**config.mk**
```make
export PLATFORM = sky130hd
export DESIGN_NAME = wb2axi_master
export DESIGN_NICKNAME = d
export VERILOG_FILES = /design/src/rtl/wb2axi_pkg.sv /design/src/rtl/wb2axi_master.sv
export SDC_FILE = /design/constraint.sdc
export NUM_CORES = 1
export LEC_CHECK = 0
export ABC_AREA = 1
export BUFFER_PORTS_ARGS = -buffer_cell sky130_fd_sc_hd__buf_2
export CORE_ASPECT_RATIO = 1.25
export CORE_MARGIN = 2
export CORE_UTILIZATION = 24
export DETAILED_ROUTE_END_ITERATION = 10
export PLACE_DENSITY_LB_ADDON = 0.05
export SETUP_SLACK_MARGIN = 0.02
export SLEW_MARGIN = 15
export SYNTH_ARGS = -nofsm -noshare
export SYNTH_HDL_FRONTEND = slang
export SYNTH_SLANG_ARGS = --single-unit
export TNS_END_PERCENT = 5
```
**constraint.sdc**
```tcl
create_clock -name clk -period 3.7 [get_ports clk]
set_clock_uncertainty 0.05 [all_clocks]
set_input_delay 0.37 -clock clk [delete_from_list [all_inputs] [get_ports clk]]
set_output_delay 0.37 -clock clk [all_outputs]
set_load 0.005 [all_outputs]
```
**src/rtl/wb2axi_pkg.sv**
```systemverilog
// Shared types and AXI encodings for the Wishbone-to-AXI4 master bridge.
package wb2axi_pkg;

  typedef enum logic [2:0] {
    StIdle,
    StWaddr,
    StWresp,
    StRaddr,
    StRdata
  } state_e;

  localparam logic [1:0] AXI_BURST_INCR = 2'b01;
  localparam logic [2:0] AXI_SIZE_4B    = 3'd2;
  localparam logic [1:0] AXI_RESP_OKAY  = 2'b00;

endpackage

```
**src/rtl/wb2axi_master.sv**
```systemverilog
// Wishbone-classic slave to single-beat AXI4 master (64-bit data), one transaction in flight.
// Define WB2AXI_ERR_EN to turn non-OKAY AXI responses into o_wb_err pulses.
module wb2axi_master
  import wb2axi_pkg::*;
#(
  parameter int unsigned          AW       = 32,
  parameter int unsigned          ID_WIDTH = 1,
  parameter logic [ID_WIDTH-1:0]  AXI_ID   = '0
) (
  input  logic                clk,
  input  logic                rst_n,

  input  logic [AW-1:2]       i_wb_adr,
  input  logic [31:0]         i_wb_dat,
  input  logic [3:0]          i_wb_sel,
  input  logic                i_wb_we,
  input  logic                i_wb_cyc,
  input  logic                i_wb_stb,
  output logic [31:0]         o_wb_rdt,
  output logic                o_wb_ack,
  output logic                o_wb_err,

  output logic [ID_WIDTH-1:0] o_awid,
  output logic [31:0]         o_awaddr,
  output logic [7:0]          o_awlen,
  output logic [2:0]          o_awsize,
  output logic [1:0]          o_awburst,
  output logic                o_awvalid,
  input  logic                i_awready,

  output logic [63:0]         o_wdata,
  output logic [7:0]          o_wstrb,
  output logic                o_wlast,
  output logic                o_wvalid,
  input  logic                i_wready,

  input  logic [ID_WIDTH-1:0] i_bid,
  input  logic [1:0]          i_bresp,
  input  logic                i_bvalid,
  output logic                o_bready,

  output logic [ID_WIDTH-1:0] o_arid,
  output logic [31:0]         o_araddr,
  output logic [7:0]          o_arlen,
  output logic [2:0]          o_arsize,
  output logic [1:0]          o_arburst,
  output logic                o_arvalid,
  input  logic                i_arready,

  input  logic [ID_WIDTH-1:0] i_rid,
  input  logic [63:0]         i_rdata,
  input  logic [1:0]          i_rresp,
  input  logic                i_rlast,
  input  logic                i_rvalid,
  output logic                o_rready
);

  state_e      state_q;
  logic [31:0] addr_q;
  logic [63:0] wdata_q;
  logic [7:0]  wstrb_q;
  logic        awvalid_q, wvalid_q, bready_q, arvalid_q, rready_q;
  logic        ack_q, err_q;
  logic [31:0] rdt_q;
  logic        drop_q;

  logic [31:0] wb_byte_adr;
  logic        aw_pend, w_pend;
  logic        wb_live;
  logic        b_err, r_err;
  logic [31:0] rd_lane;

  assign wb_byte_adr = 32'({i_wb_adr, 2'b00});

  always_comb begin
    aw_pend = awvalid_q & ~i_awready;
    w_pend  = wvalid_q & ~i_wready;
    // A master that dropped cyc must never see the completion of its abandoned access.
    wb_live = ~drop_q & i_wb_cyc;
    rd_lane = addr_q[2] ? i_rdata[63:32] : i_rdata[31:0];
  end

`ifdef WB2AXI_ERR_EN
  assign b_err    = (i_bresp != AXI_RESP_OKAY);
  assign r_err    = (i_rresp != AXI_RESP_OKAY);
  assign o_wb_err = err_q;
  logic unused_sigs;
  assign unused_sigs = ^{i_bid, i_rid, i_rlast};
`else
  assign b_err    = 1'b0;
  assign r_err    = 1'b0;
  assign o_wb_err = 1'b0;
  logic unused_sigs;
  assign unused_sigs = ^{i_bid, i_rid, i_rlast, i_bresp, i_rresp, err_q};
`endif

  always_ff @(posedge clk) begin
    if (!rst_n) begin
      state_q   <= StIdle;
      addr_q    <= '0;
      wdata_q   <= '0;
      wstrb_q   <= '0;
      awvalid_q <= 1'b0;
      wvalid_q  <= 1'b0;
      bready_q  <= 1'b0;
      arvalid_q <= 1'b0;
      rready_q  <= 1'b0;
      ack_q     <= 1'b0;
      err_q     <= 1'b0;
      rdt_q     <= '0;
      drop_q    <= 1'b0;
    end else begin
      ack_q <= 1'b0;
      err_q <= 1'b0;
      if (state_q != StIdle && !i_wb_cyc) drop_q <= 1'b1;

      unique case (state_q)
        StIdle: begin
          // Completion-pulse cycle still shows the old stb; ignoring it prevents a double issue.
          if (i_wb_cyc && i_wb_stb && !ack_q && !err_q) begin
            addr_q  <= wb_byte_adr;
            wdata_q <= {i_wb_dat, i_wb_dat};
            wstrb_q <= i_wb_adr[2] ? {i_wb_sel, 4'h0} : {4'h0, i_wb_sel};
            drop_q  <= 1'b0;
            if (i_wb_we) begin
              awvalid_q <= 1'b1;
              wvalid_q  <= 1'b1;
              state_q   <= StWaddr;
            end else begin
              arvalid_q <= 1'b1;
              state_q   <= StRaddr;
            end
          end
        end
        StWaddr: begin
          awvalid_q <= aw_pend;
          wvalid_q  <= w_pend;
          if (!aw_pend && !w_pend) begin
            bready_q <= 1'b1;
            state_q  <= StWresp;
          end
        end
        StWresp: begin
          if (i_bvalid) begin
            bready_q <= 1'b0;
            ack_q    <= wb_live & ~b_err;
            err_q    <= wb_live & b_err;
            state_q  <= StIdle;
          end
        end
        StRaddr: begin
          if (i_arready) begin
            arvalid_q <= 1'b0;
            rready_q  <= 1'b1;
            state_q   <= StRdata;
          end
        end
        StRdata: begin
          if (i_rvalid) begin
            rready_q <= 1'b0;
            rdt_q    <= r_err ? 32'h0 : rd_lane;
            ack_q    <= wb_live & ~r_err;
            err_q    <= wb_live & r_err;
            state_q  <= StIdle;
          end
        end
        default: state_q <= StIdle;
      endcase
    end
  end

  assign o_wb_rdt  = rdt_q;
  assign o_wb_ack  = ack_q;

  assign o_awid    = AXI_ID;
  assign o_awaddr  = addr_q;
  assign o_awlen   = 8'd0;
  assign o_awsize  = AXI_SIZE_4B;
  assign o_awburst = AXI_BURST_INCR;
  assign o_awvalid = awvalid_q;

  assign o_wdata   = wdata_q;
  assign o_wstrb   = wstrb_q;
  assign o_wlast   = 1'b1;
  assign o_wvalid  = wvalid_q;

  assign o_bready  = bready_q;

  assign o_arid    = AXI_ID;
  assign o_araddr  = addr_q;
  assign o_arlen   = 8'd0;
  assign o_arsize  = AXI_SIZE_4B;
  assign o_arburst = AXI_BURST_INCR;
  assign o_arvalid = arvalid_q;

  assign o_rready  = rready_q;

endmodule

```
==> results of run 1 <==
worst min-delay path: cells and delay by family:
family | cells | cell delay (ps)
compound gates | 1 | 50
buf+inv | 1 | 70
simple gates | 1 | 80
final cells by class:
| cell class | instances | area (um2) |
|---|---|---|
| diodes | 1 | 2.50 |
| well taps | 274 | 343 |
| clock buffers | 11 | 253 |
| inverters | 19 | 71.3 |
| clock inverters | 5 | 41.3 |
| fillers | 2314 | 14400 |
| flip-flops and latches | 112 | 2240 |
| multi-input cells | 396 | 1950 |
| repair buffers | 313 | 1590 |
layout by cell type, fill, tap and decap left out, drive strengths merged, types with 2 or more instances in the layout:
cell type  netlist  final
o21ai           95     95
nand3           11     11
clkinvlp         0      2
inv             19     19
nand2           29     29
dfxtp          112    112
nor2           132    132
mux2i           32     32
a21oi           50     50
buf            116    313
conb             2     34
nand4            4      4
clkbuf          19     11
nor3             4      4
clkinv           0      3
worst max-delay path by stage:
stage	from	end	slack, ps	cells after the start
2_1_floorplan	state_q[1]	o_araddr[2]	2340	8
3_5_place_dp	state_q[1]	o_araddr[2]	1600	8
6_report	state_q[1]	o_araddr[2]	1600	8
5_1_grt	state_q[1]	o_wb_rdt[16]	1370	7
4_1_cts	state_q[1]	o_araddr[2]	1590	8
3_3_place_gp	state_q[1]	o_araddr[2]	1630	8
registers in the layout, summed over array words and instances (netlist names), 3 cells and up:
signal / flops
o_wb_rdt: 32
o_wdata: 32
o_araddr: 30
o_wstrb: 8
state_q: 3
stage by stage:
stage          setup WS, ps  std cells
2_1_floorplan          2340        662
3_3_place_gp           1630       1114
3_5_place_dp           1600       1114
4_1_cts                1590       1130
5_1_grt                1370       1131
6_report               1600       1131
kinds of logic after synthesis:
| group | count (synthesis) | share of synthesized area |
|---|---|---|
| other | 2 | 0.00147 |
| AO/OA/AOI/OAI | 149 | 0.148 |
| multiplexers | 32 | 0.0626 |
| buffers and inverters | 154 | 0.205 |
| flip-flops | 112 | 0.438 |
| AND/OR/NAND/NOR | 181 | 0.145 |
routing by layer:
layer  vias up  share of wire  track usage
met5         -              0            0
met4         0          0.021       0.0458
met3        19          0.082       0.0415
met2       211           0.50        0.230
met1      2016           0.40        0.143
li1       2375              -            -
report_power, final:
group | switching (mW) | total [mW] | leakage [nW] | internal [mW]
Sequential | 0.159 | 1.54 | 0.913 | 1.38
Combinational | 0.490 | 0.922 | 2.24 | 0.432
Clock | 0.468 | 0.967 | 0.138 | 0.498
Total | 1.12 | 3.43 | 3.29 | 2.31
==> metrics.md, run 1 <==
| Metric | Value |
|---|---|
| Average instance area after synthesis | `slightly above 8 um2` |
| Setup repair after global routing missed its margin | `no` |
| Die ar. | `roughly 0.023 mm2` |
| Synth-to-layout area growth | `26.9%` |
| Instance area after placement | `between 0.006 and 0.007 mm2` |
| Number of vias after detailed routing | `4621` |
| Number of violations of the max-capacitance limit | `0` |
| Max transition margin | `0.331` |
| Number of buffers and inverters on the critical path | `2` |
| Clock transition time at the flip-flop clock pins of the worst setup and hold paths | `70 ps` |
| Most numerous cell in the Yosys netlist | `sky130_fd_sc_hd__nor2_1` |
| Final global-route overflow total | `0` |
| Max clock buf depth | `2` |
| Count of H-tree levels built during CTS | `3` |
| Area share of the leading cell type in the synthesized netlist | `0.438` |
| Post-route worst hold slack | `approximately 210 ps` |
| Launch point of the worst reg-to-reg path | `state_q[1]` |
| CTS tree | `yes` |
| Highest Clock Rate | `between 400 and 500 MHz` |
| Die span in y | `about 170 um` |
| Cell area after layout | `between 0.006 and 0.007 mm2` |
| Max-slew violation count | `0` |
| Slew of the pin with the lowest slew margin | `between 1000 and 1500 ps` |
| Cell area after technology mapping | `0.00512 mm2` |
| WL/cell | `around 13 um` |
| FF-to-FF End | `o_araddr[2]` |
| Minimum clock period | `approximately 2100 ps` |
| Crit-path max FO | `just over 70` |
| Layout cells sized above 1 | `0.394` |
| Setup Total Neg Slack | `0 ps` |
| Via count of the first global-routing pass | `4413` |
| Yosys warns | `0` |
| Worst reg-to-reg setup slack | `roughly 1600 ps` |
| Top cell types by occurrence after synthesis | `sky130_fd_sc_hd__nor2_1 (130), sky130_fd_sc_hd__dfxtp_1 (112), sky130_fd_sc_hd__buf_4 (97), sky130_fd_sc_hd__o21ai_0 (74), sky130_fd_sc_hd__a21oi_1 (50)` |
| Origin of the worst min-delay path | `i_wb_adr[15]` |
| EDFF count, synth | `0` |
| Cell types with the largest area share after synthesis | `sky130_fd_sc_hd__dfxtp_1 (44%), sky130_fd_sc_hd__buf_4 (14%), sky130_fd_sc_hd__nor2_1 (9.5%)` |
| Most used cell along the critical path | `sky130_fd_sc_hd__nor2_1` |
| Hold buffers post-CTS | `0` |
| Post-CTS setup buffer count | `0` |
| Top cell type by total area after synthesis | `sky130_fd_sc_hd__dfxtp_1` |
| Clock network latency to the later pin of the worst-skew pair | `340 ps` |
| Total length of routed wires | `roughly 15 mm` |
| Critical-path cell list | `nor2_8, inv_2, nor2_4, nand2_4, buf_4, nor2_1, a21oi_1, nor2_1` |
| Global-route wire length before repair | `22.9 mm` |
| Min-Delay Path Depth | `3` |
| Number of endpoints failing setup at the final stage | `0` |
| I/O pins | `~350` |
| Largest net degree at the start of global routing | `between 70 and 80` |
| Status | `completed` |
| Number of sinks handled by clock tree synthesis | `~110` |
| Setup Crit Path Kind | `reg2reg` |
| Async S/R FF share, synth | `0` |
| Estimated wirelength of the detail-placed design | `approximately 11 mm` |
| Via count normalized by instance count | `4.09` |
| Port Buffers | `slightly above 300` |
| Utilization after layout | `0.311` |
| Final clock period utilization by the worst path | `0.568` |
| Post-CTS sizing | `0` |
| Count of standard-cell rows | `59` |
| Initial standard-cell utilization of the core | `0.245` |
| Cell count after synthesis | `630` |
| CP endpoint kind | `flop` |
| Worst vdd ir | `roughly 0.21 mV` |
| RePlAce Congestion | `0.770` |
| DRC Markers | `0` |
| Delay of the slowest critical-path stage | `between 500 and 600 ps` |
| Initial antenna violation count | `2` |
| CP Data Arrival Time | `2270 ps` |
| Family with the most delay on the worst path | `buffers and inverters` |
| Clock root buffer | `sky130_fd_sc_hd__clkbuf_16` |
| Hold Fails Final Rpt | `0` |
| Library cell contributing the largest single delay on the critical path | `sky130_fd_sc_hd__dfxtp_1` |
| WP data required | `between 3000 and 4000 ps` |
| Number of DRC markers in iteration 0 | `around 170` |
| Number of unique standard cell types used by synthesis | `26` |
| All-layer global routing usage | `0.129` |
| Worst min path class | `in2reg` |
| Final total power | `~3.4 mW` |
| Count of antenna-violating nets left after detailed routing | `0` |
| Fraction of the yosys area taken by sequential cells | `0.438` |
| Die width | `135 um` |
| TritonCTS Buffers | `9` |
| Total power per unit cell area | `~530 mW/mm2` |
| Leakage power | `about 3.3 nW` |
| Drt pass-1 iters | `4` |
| Placeable core region | `~0.021 mm2` |
| Element type at the critical path start | `flop` |
| Flop and latch count out of synthesis | `roughly 110` |
| Final nets | `approximately 1000` |
| Most used flip-flop cell after synthesis | `sky130_fd_sc_hd__dfxtp_1` |
| Worst Hold Path EP | `o_araddr[15]` |
| Path depth of the worst reg2reg path | `8` |
(Power assumes the default switching activity.)
==> run 2, diff against run 1 <==
ABC_AREA = 0   (was 1)
clock period = 1.97 ns   (was 3.7 ns; I/O delays follow)
==> run 2 against run 1 <==
  * Utilization up 0.96 points
  * Clock-buffer cell count down 1
  * Combinational power fell by 30%
  * Global-route usage shrank 0.23 points
  * Worst hold slack worse by 200 ps
  * Sequential power rose by 56%
==> metrics.md, run 2 <==
| Metric | Value |
|---|---|
| Hold Fails Final Rpt | `0` |
| Cell Count Post-Placement | `roughly 1100` |
| Layout cells sized above 1 | `0.406` |
| Routed length on met2 | `about 7.4 mm` |
| FF-to-FF End | `drop_q` |
| Initial standard-cell utilization of the core | `0.243` |
| Drt pass-1 iters | `4` |
| Final nets | `984` |
| Minimum clock period | `1790 ps` |
| WP data required | `~2200 ps` |
| Worst setup path startpoint | `o_wb_ack` |
| Antenna diodes | `0` |
| Met1 wire length | `approximately 5.8 mm` |
| Top cell types by occurrence after synthesis | `sky130_fd_sc_hd__nand2_1 (137), sky130_fd_sc_hd__dfxtp_1 (112), sky130_fd_sc_hd__buf_4 (96), sky130_fd_sc_hd__a21oi_1 (74), sky130_fd_sc_hd__nor2_1 (43)` |
| Max-slew violation count | `0` |
| Status | `completed` |
| Number of violations of the max-capacitance limit | `0` |
| Family with the most delay on the worst path | `simple AND/OR/NAND/NOR gates` |
| Number of gates on the worst path with buffers counted | `5` |
| Placeable core region | `about 0.021 mm2` |
| Number of unique standard cell types used by synthesis | `31` |
| Number of non-filler instances in the completed layout | `between 1000 and 1500` |
| Count of antenna-violating nets left after detailed routing | `0` |
| Top cell type by total area after synthesis | `sky130_fd_sc_hd__dfxtp_1` |
| Average instance area after synthesis | `8.31 um2` |
| Die span in y | `166 um` |
| Die width | `between 100 and 150 um` |
| Via count of the first global-routing pass | `roughly 4400` |
| Cell types with the largest area share after synthesis | `sky130_fd_sc_hd__dfxtp_1 (44%), sky130_fd_sc_hd__buf_4 (14%), sky130_fd_sc_hd__nand2_1 (10%)` |
| Total power per unit cell area | `745 mW/mm2` |
| Final clock period utilization by the worst path | `0.908` |
| Critical path endpoint | `drop_q` |
| Via count normalized by instance count | `just over 4` |
| Top layer reached by signal wires | `met4` |
| Max clock buf depth | `2` |
| Final global-route overflow total | `0` |
| Leading cell type in the layout, fill and taps excluded | `sky130_fd_sc_hd__buf_2` |
| Launch point of the worst reg-to-reg path | `o_wb_ack` |
| Total length of routed wires | `roughly 14 mm` |
| Number of vias after detailed routing | `~4600` |
| Path depth of the worst reg2reg path | `5` |
| Top library cells by usage in the layout, fill and taps aside | `sky130_fd_sc_hd__buf_2 (309), sky130_fd_sc_hd__nand2_1 (137), sky130_fd_sc_hd__dfxtp_1 (111), sky130_fd_sc_hd__a21oi_1 (74), sky130_fd_sc_hd__nor2_1 (43)` |
| Global-route wire length before repair | `roughly 22 mm` |
| EDFF count, synth | `0` |
| Clock root buffer | `sky130_fd_sc_hd__clkbuf_16` |
| RePlAce Congestion | `between 0.7 and 0.8` |
| CP Data Arrival Time | `between 1500 and 2000 ps` |
| Setup repair after global routing missed its margin | `no` |
| TritonCTS Buffers | `9` |
| Worst reg-to-reg setup slack | `about 180 ps` |
| Number of DRC markers in iteration 0 | `around 120` |
| Port Buffers | `about 310` |
| Delay of the slowest critical-path stage | `610 ps` |
| Number of sinks handled by clock tree synthesis | `~110` |
| Element type at the critical path start | `flop` |
| Count of H-tree levels built during CTS | `3` |
| Setup Crit Path Kind | `reg2reg` |
| Most numerous cell in the Yosys netlist | `sky130_fd_sc_hd__nand2_1` |
| Worst vdd ir | `around 0.36 mV` |
| Leakage power | `3.14 nW` |
| Largest net degree at the start of global routing | `66` |
| Area share of the leading cell type in the synthesized netlist | `0.445` |
| All-layer global routing usage | `0.127` |
| Cell count after synthesis | `607` |
| Crit-path max FO | `32` |
| Fraction of the yosys area taken by sequential cells | `0.445` |
| Worst min path class | `in2reg` |
| Critical-path cell list | `nand3b_1, or4_2, buf_4, a21oi_1, nor2_1` |
| Setup Total Neg Slack | `0 ps` |
| Most used flip-flop cell after synthesis | `sky130_fd_sc_hd__dfxtp_1` |
| Post-CTS setup buffer count | `0` |
| Async S/R FF share, synth | `0` |
| CP endpoint kind | `flop` |
| DRC Markers | `0` |
| Initial antenna violation count | `0` |
| Count of standard-cell rows | `between 50 and 60` |
| WL/cell | `12.9 um` |
| I/O pins | `351` |
| Yosys warns | `0` |
| Clock network latency to the later pin of the worst-skew pair | `between 300 and 400 ps` |
| Number of buffers and inverters on the critical path | `1` |
| Number of endpoints failing setup at the final stage | `0` |
| Library cell contributing the largest single delay on the critical path | `sky130_fd_sc_hd__or4_2` |
| Die ar. | `around 0.022 mm2` |
| Filler cells | `2306` |
| Clock transition time at the flip-flop clock pins of the worst setup and hold paths | `80 ps` |
| Synth-to-layout area growth | `31.7%` |
| CTS tree | `yes` |
| Estimated wirelength of the detail-placed design | `10.8 mm` |
| Cell area after technology mapping | `0.00504 mm2` |
| Highest Clock Rate | `approximately 560 MHz` |
| Flop and latch count out of synthesis | `around 110` |
| Met3 routed WL | `1.10 mm` |
run 2: timing repair:
item,4_1_cts,5_1_grt
hold endpoints to repair,1,1
gates resized for setup,0,0
hold buffers,1,1
run 2: final cells by class:
| cell class | count | area [um2] | share of cell area |
|---|---|---|---|
| clock buffer | 10 | 229 | 0.0345 |
| inverter | 4 | 16.3 | 0.00245 |
| tap | 274 | 343 | 0.0516 |
| multi-input combinational | 386 | 2000 | 0.301 |
| sequential | 112 | 2240 | 0.338 |
| timing repair buffer | 324 | 1740 | 0.262 |
| clock inverter | 6 | 75.1 | 0.0113 |
run 2: layer usage:
layer	vias to the layer above	GRT usage
li1	2344	-
met1	2059	0.135
met2	198	0.236
met3	11	0.0406
met4	0	0.0361
met5	-	0
run 2: kinds of logic (layout without fill, tap and decap cells):
group | Yosys count | count (layout) | share of synthesized area
multiplexers | 33 | 33 | 0.0655
other | 2 | 34 | 0.00149
flip-flops | 112 | 112 | 0.445
AO/OA/AOI/OAI | 115 | 115 | 0.135
buffers and inverters | 141 | 344 | 0.184
AND/OR/NAND/NOR | 204 | 204 | 0.170
run 2: worst min-delay path: stages:
cell and delay [ps]:
sky130_fd_sc_hd__buf_2 90, sky130_fd_sc_hd__nand2_1 40, sky130_fd_sc_hd__a21oi_1 50
run 2: per-stage QoR:
stage / hold slack, ps / utilization / worst slack, ps / power [mW] / cell area, um2
2_1_floorplan: 259 / - / 418 / 2.87 / 5160
3_3_place_gp: 361 / 0.305 / 164 / 3.10 / 6320
3_5_place_dp: 370 / 0.305 / 161 / 3.11 / 6320
4_1_cts: 2.23 / 0.320 / 152 / 5.06 / 6630
5_1_grt: 6.03 / 0.320 / 67.5 / 5.24 / 6640
6_report: 17.9 / 0.320 / 181 / 4.95 / 6640
run 2: power breakdown:
group | internal [mW] | leakage [nW] | total [mW] | switching, mW
logic | 0.315 | 2.08 | 0.648 | 0.333
clock network | 1.01 | 0.146 | 1.90 | 0.896
registers | 2.34 | 0.910 | 2.40 | 0.0527
run 2: worst min path at each step:
| stage | start | to | cells past startpoint |
|---|---|---|---|
| after floorplan | i_awready | o_awvalid | 1 |
| after global placement | i_awready | o_awvalid | 2 |
| after detailed placement | i_awready | o_awvalid | 2 |
| after CTS | i_wb_adr[11] | o_araddr[11] | 3 |
| after global routing | i_wb_adr[22] | o_araddr[22] | 3 |
| final | i_wb_dat[16] | o_wdata[48] | 3 |
